File: config.mk
export PLATFORM = sky130hd
export DESIGN_NAME = bp_update_scheduler
export DESIGN_NICKNAME = d
export VERILOG_FILES = /design/src/rtl/bp_update_scheduler.sv
export SDC_FILE = /design/constraint.sdc
export NUM_CORES = 1
export LEC_CHECK = 0
export CORE_ASPECT_RATIO = 0.7
export CORE_UTILIZATION = 59
export CTS_CLUSTER_SIZE = 25
export DETAILED_ROUTE_END_ITERATION = 8
export PLACE_DENSITY_LB_ADDON = 0.1
export SKIP_CTS_REPAIR_TIMING = 1
export SLEW_MARGIN = 30
export SYNTH_ARGS = -nofsm -noshare
export SYNTH_HDL_FRONTEND = slang
export SYNTH_SLANG_ARGS = --single-unit
File: constraint.sdc
create_clock -name clk -period 7.4 [get_ports clk]
set_clock_uncertainty 0.15 [all_clocks]
set_input_delay 2.22 -clock clk [delete_from_list [all_inputs] [get_ports clk]]
set_output_delay 2.22 -clock clk [all_outputs]
set_load 0.02 [all_outputs]
File: src/rtl/bp_update_scheduler.sv
// In-flight branch tracker: in-order tags, out-of-order resolve, in-order predictor update with mispredict squash.
// Optional BPSCHED_STATS_EN adds retired/mispredict counters.
module bp_update_scheduler #(
   parameter  int DEPTH     = 8,
   parameter  int GHR_WIDTH = 8,
   localparam int TAG_W     = $clog2(DEPTH)
) (
   input  logic                 clk,
   input  logic                 reset,
   input  logic                 alloc_valid,
   output logic                 alloc_ready,
   input  logic [31:0]          alloc_pc,
   input  logic                 alloc_pred,
   input  logic [GHR_WIDTH-1:0] alloc_ghr,
   output logic [TAG_W-1:0]     alloc_tag,
   input  logic                 res_valid,
   input  logic [TAG_W-1:0]     res_tag,
   input  logic                 res_taken,
   output logic                 upd_valid,
   output logic [31:0]          upd_pc,
   output logic                 upd_taken,
   output logic                 recover,
   output logic [GHR_WIDTH-1:0] recover_ghr,
`ifdef BPSCHED_STATS_EN
   output logic [31:0]          stat_retired,
   output logic [31:0]          stat_mispred,
`endif
   output logic [TAG_W:0]       occupancy
);

   typedef enum logic {RUN, RECOVER} state_t;

   localparam logic [TAG_W:0] PTR_ONE = {{TAG_W{1'b0}}, 1'b1};

   state_t                 state;
   logic [TAG_W:0]         head, tail;
   logic [DEPTH-1:0]       ent_valid, ent_resolved, ent_taken, ent_pred;
   logic [31:0]            ent_pc  [DEPTH];
   logic [GHR_WIDTH-1:0]   ent_ghr [DEPTH];

   logic [TAG_W-1:0]       head_idx, tail_idx;
   logic                   full, retire, mispredict, alloc_fire, res_hit;

   assign head_idx    = head[TAG_W-1:0];
   assign tail_idx    = tail[TAG_W-1:0];
   assign full        = (head[TAG_W] != tail[TAG_W]) && (head_idx == tail_idx);
   assign occupancy   = tail - head;
   assign alloc_tag   = tail_idx;
   assign alloc_ready = !full && (state == RUN);
   assign alloc_fire  = alloc_valid && alloc_ready;
   assign res_hit     = (state == RUN) && res_valid && ent_valid[res_tag];
   assign retire      = (state == RUN) && ent_valid[head_idx] && ent_resolved[head_idx];
   assign mispredict  = retire && (ent_taken[head_idx] != ent_pred[head_idx]);

   always_ff @(posedge clk or posedge reset) begin
      if (reset) begin
         state        <= RUN;
         head         <= '0;
         tail         <= '0;
         ent_valid    <= '0;
         ent_resolved <= '0;
         upd_valid    <= 1'b0;
         upd_pc       <= '0;
         upd_taken    <= 1'b0;
         recover      <= 1'b0;
         recover_ghr  <= '0;
      end else begin
         upd_valid <= retire;
         recover   <= mispredict;
         if (retire) begin
            upd_pc    <= ent_pc[head_idx];
            upd_taken <= ent_taken[head_idx];
         end
         if (mispredict)
            recover_ghr <= {ent_ghr[head_idx][GHR_WIDTH-2:0], ent_taken[head_idx]};

         case (state)
            RUN:     if (mispredict) state <= RECOVER;
            RECOVER: state <= RUN;
            default: state <= RUN;
         endcase

         if (res_hit)
            ent_resolved[res_tag] <= 1'b1;
         if (retire) begin
            ent_valid[head_idx]    <= 1'b0;
            ent_resolved[head_idx] <= 1'b0;
            head                   <= head + PTR_ONE;
         end
         // A branch allocated on the mispredict edge is younger than it and is dropped.
         if (alloc_fire && !mispredict) begin
            ent_valid[tail_idx]    <= 1'b1;
            ent_resolved[tail_idx] <= 1'b0;
            tail                   <= tail + PTR_ONE;
         end
         if (mispredict) begin
            ent_valid    <= '0;
            ent_resolved <= '0;
            tail         <= head + PTR_ONE;
         end
      end
   end

   // Payload storage carries no reset; the valid bits qualify it.
   always_ff @(posedge clk) begin
      if (alloc_fire) begin
         ent_pc[tail_idx]   <= alloc_pc;
         ent_pred[tail_idx] <= alloc_pred;
         ent_ghr[tail_idx]  <= alloc_ghr;
      end
      if (res_hit)
         ent_taken[res_tag] <= res_taken;
   end

`ifdef BPSCHED_STATS_EN
   always_ff @(posedge clk or posedge reset) begin
      if (reset) begin
         stat_retired <= '0;
         stat_mispred <= '0;
      end else begin
         if (upd_valid) stat_retired <= stat_retired + 32'd1;
         if (recover)   stat_mispred <= stat_mispred + 32'd1;
      end
   end
`endif

endmodule

==> metrics <==
status=completed; Clock Sink Count=396; number of buffers created by CTS=37; H-tree Lvls=2; slew of the pin with the lowest slew margin=0.927 ns; worst setup slack after layout=1.23 ns; largest net degree at the start of global routing=78; initial antenna violation count=1; layout cell share with drive strength beyond 1=19.1%; first-pass GRT wire length=52900 um; most common cell after layout, fill and taps aside=edfxtp_1; area grow syn2layout=16.3%; sequential area share after synthesis=72.8%; core area=0.0261 mm2; CP Launch Type=register; Post-synth ARST share=17.2%; Main synth FF type=edfxtp_1; max frequency=162 MHz; Synth area leaders=edfxtp_1, dfrtp_1, mux2_2; worst-path fanout max=47; placed cell count=1386; total track usage=25.6%; fin. max-slew vios=0; EDFF count, synth=328; root buf cell=clkbuf_16; Post-Syn Area=0.0159 mm2; Antenna Cells=0; worst reg-to-reg path cell count=7; Worst Path Required=5.03 ns; die footprint=0.0276 mm2; Adder-Cell Fraction of Synth Area=0.520%; DRT iter0 DRCs=745; die span in x=198 um; hpwl dp=19500 um; Synth Area in Compound Gates=8.55%; hold path cells=1; synth unique cells=54; Synth Instances=972; number of global-route vias before repair=8947; most frequent cells in the layout=edfxtp_1, mux2_2, clkdlybuf4s50_1; worst hold path class=register to register; largest family of logic cells by synthesized area=multiplexers; # IOs=100; Finished Cell Area=0.0185 mm2; Final Cycle Share=83.3%; Slew headroom=38.2%; worst skew pair latency=0.52 ns; Final min period=6.17 ns; area share of and/or/nand/nor cells after synthesis=4.33%; top cell type's share of synthesized area=62.1%; Setup TNS=0 ns; Via density=6.17; mux cell area share after synthesis=11.2%; CTS clk-pin slew, worst paths=0.06 ns; flops & latches, synth=396; placed cell areas=0.0173 mm2; Synth area leader=edfxtp_1; worst vdd ir=259 uV; max_cap viols=0; RSZ-0062 raised after global routing=no; WS Path Type=register to output pin; maximum root-to-sink buffer count=3; Synth Area in XOR/XNOR=0.607%; CP endpoint kind=output pin; # DRC=0; Port Buffers=98; Cell Pwr Density=433 mW/mm2; via count=8978; P_leak=6.32 nW; Avg WL per Cell=23.5 um; Final Hold Vio Count=0; Setup WS pre-CTS=1.81 ns; Antenna Nets Post-Route=0; Initial Utilization=60.9%; Pre-Repair DR Iteration Count=5; Overflow after GRT=0; routed wire length=34100 um; yosys warns=0; Final nets=1123; CP Data Arrival Time=3.80 ns; Placer Congestion=0.881; Post-Syn Area per Cell=16.3 um2; CTS tree=built; Layout Cells excl Fill=1454; Synth Net Count=1027; Setup-failing EPs final=0; Fillers=1684; Worst Hold Slack=0.354 ns; cell row count=49; Die Span Y=139 um
-- critical path: stages (launching register included) --
cell             delay (ns)
dfrtp_4                0.86
clkinv_1               0.82
ha_1                   0.62
a21oi_1                0.18
xnor2_1                0.16
clkdlybuf4s50_1        0.63
-- where the power goes --
part	switching, W	total [W]	internal [W]
clock network	0.000785	0.00190	0.00111
logic	0.00162	0.00289	0.00127
registers	0.000309	0.00320	0.00289
total	0.00272	0.00798	0.00527
-- through the flow --
step	util, %	total power [W]
floorplan	-	0.00512
global placement	66.2	0.00607
detailed placement	66.2	0.00614
CTS	70.8	0.00802
global route	70.8	0.00836
finish	70.8	0.00798
-- worst paths after layout --
kind | from | end | slack (ns)
worst min register to register | upd_pc[22] | upd_pc[22] | 0.35
worst max-delay path | head[2] | occupancy[3] | 1.23
worst max register to register | head[2] | ent_pc[4][15] | 2.76
max in group asynchronous | reset | head[1] | 4.09
worst min-delay path | upd_pc[22] | upd_pc[22] | 0.35
min in group asynchronous | reset | state | 2.00
-- per-layer routing --
metal | wire length (um) | global-route usage (%)
met5 | 10 | 0
met2 | 15200 | 36.7
met4 | 642 | 7.26
met3 | 2740 | 4.87
met1 | 15600 | 40.1
-- registers in the layout, indices dropped and copies added, names as in the netlist --
signal / flops
ent_pc: 256
ent_ghr: 56
tail: 4
upd_valid: 1
ent_resolved: 8
upd_pc: 32
head: 4
ent_valid: 8
recover: 1
upd_taken: 1
state: 1
ent_taken: 8
recover_ghr: 8
ent_pred: 8
-- synthesized netlist by cell type, types with 4 or more instances --
cell	count
a21oi_1	17
a221o_1	17
a221oi_1	27
a22o_1	4
a22oi_1	37
a31oi_1	13
and2_1	4
buf_1	12
buf_2	11
buf_4	4
clkbuf_1	34
dfrtp_1	68
edfxtp_1	328
ha_1	5
inv_1	10
mux2_2	112
mux2i_1	43
mux4_2	4
nand2_1	22
nand2b_1	5
nand3_1	25
nor2_1	49
nor2b_1	9
nor3_1	11
o211ai_1	6
o21ai_0	25
o22a_1	5
o22ai_1	13
o2bb2ai_1	4
xnor2_1	8
-- final cells by class --
type | count | area [um2] | area share (%)
clock inverter | 8 | 116 | 0.631
tap | 357 | 447 | 2.42
clock buffer | 60 | 1080 | 5.88
timing repair buffer | 119 | 1140 | 6.17
sequential | 396 | 11600 | 62.7
inverter | 12 | 48.8 | 0.264
multi-input combinational | 502 | 4060 | 22.0
-- logic make-up (layout without fill, tap and decap cells) --
family / after synthesis / count (layout)
compound gates: 183 / 183
xor+xnor: 11 / 11
fa+ha+maj: 6 / 6
buf+inv: 74 / 199
flops: 396 / 396
mux: 159 / 159
simple gates: 143 / 143
Power figures use the tool's default switching activity.
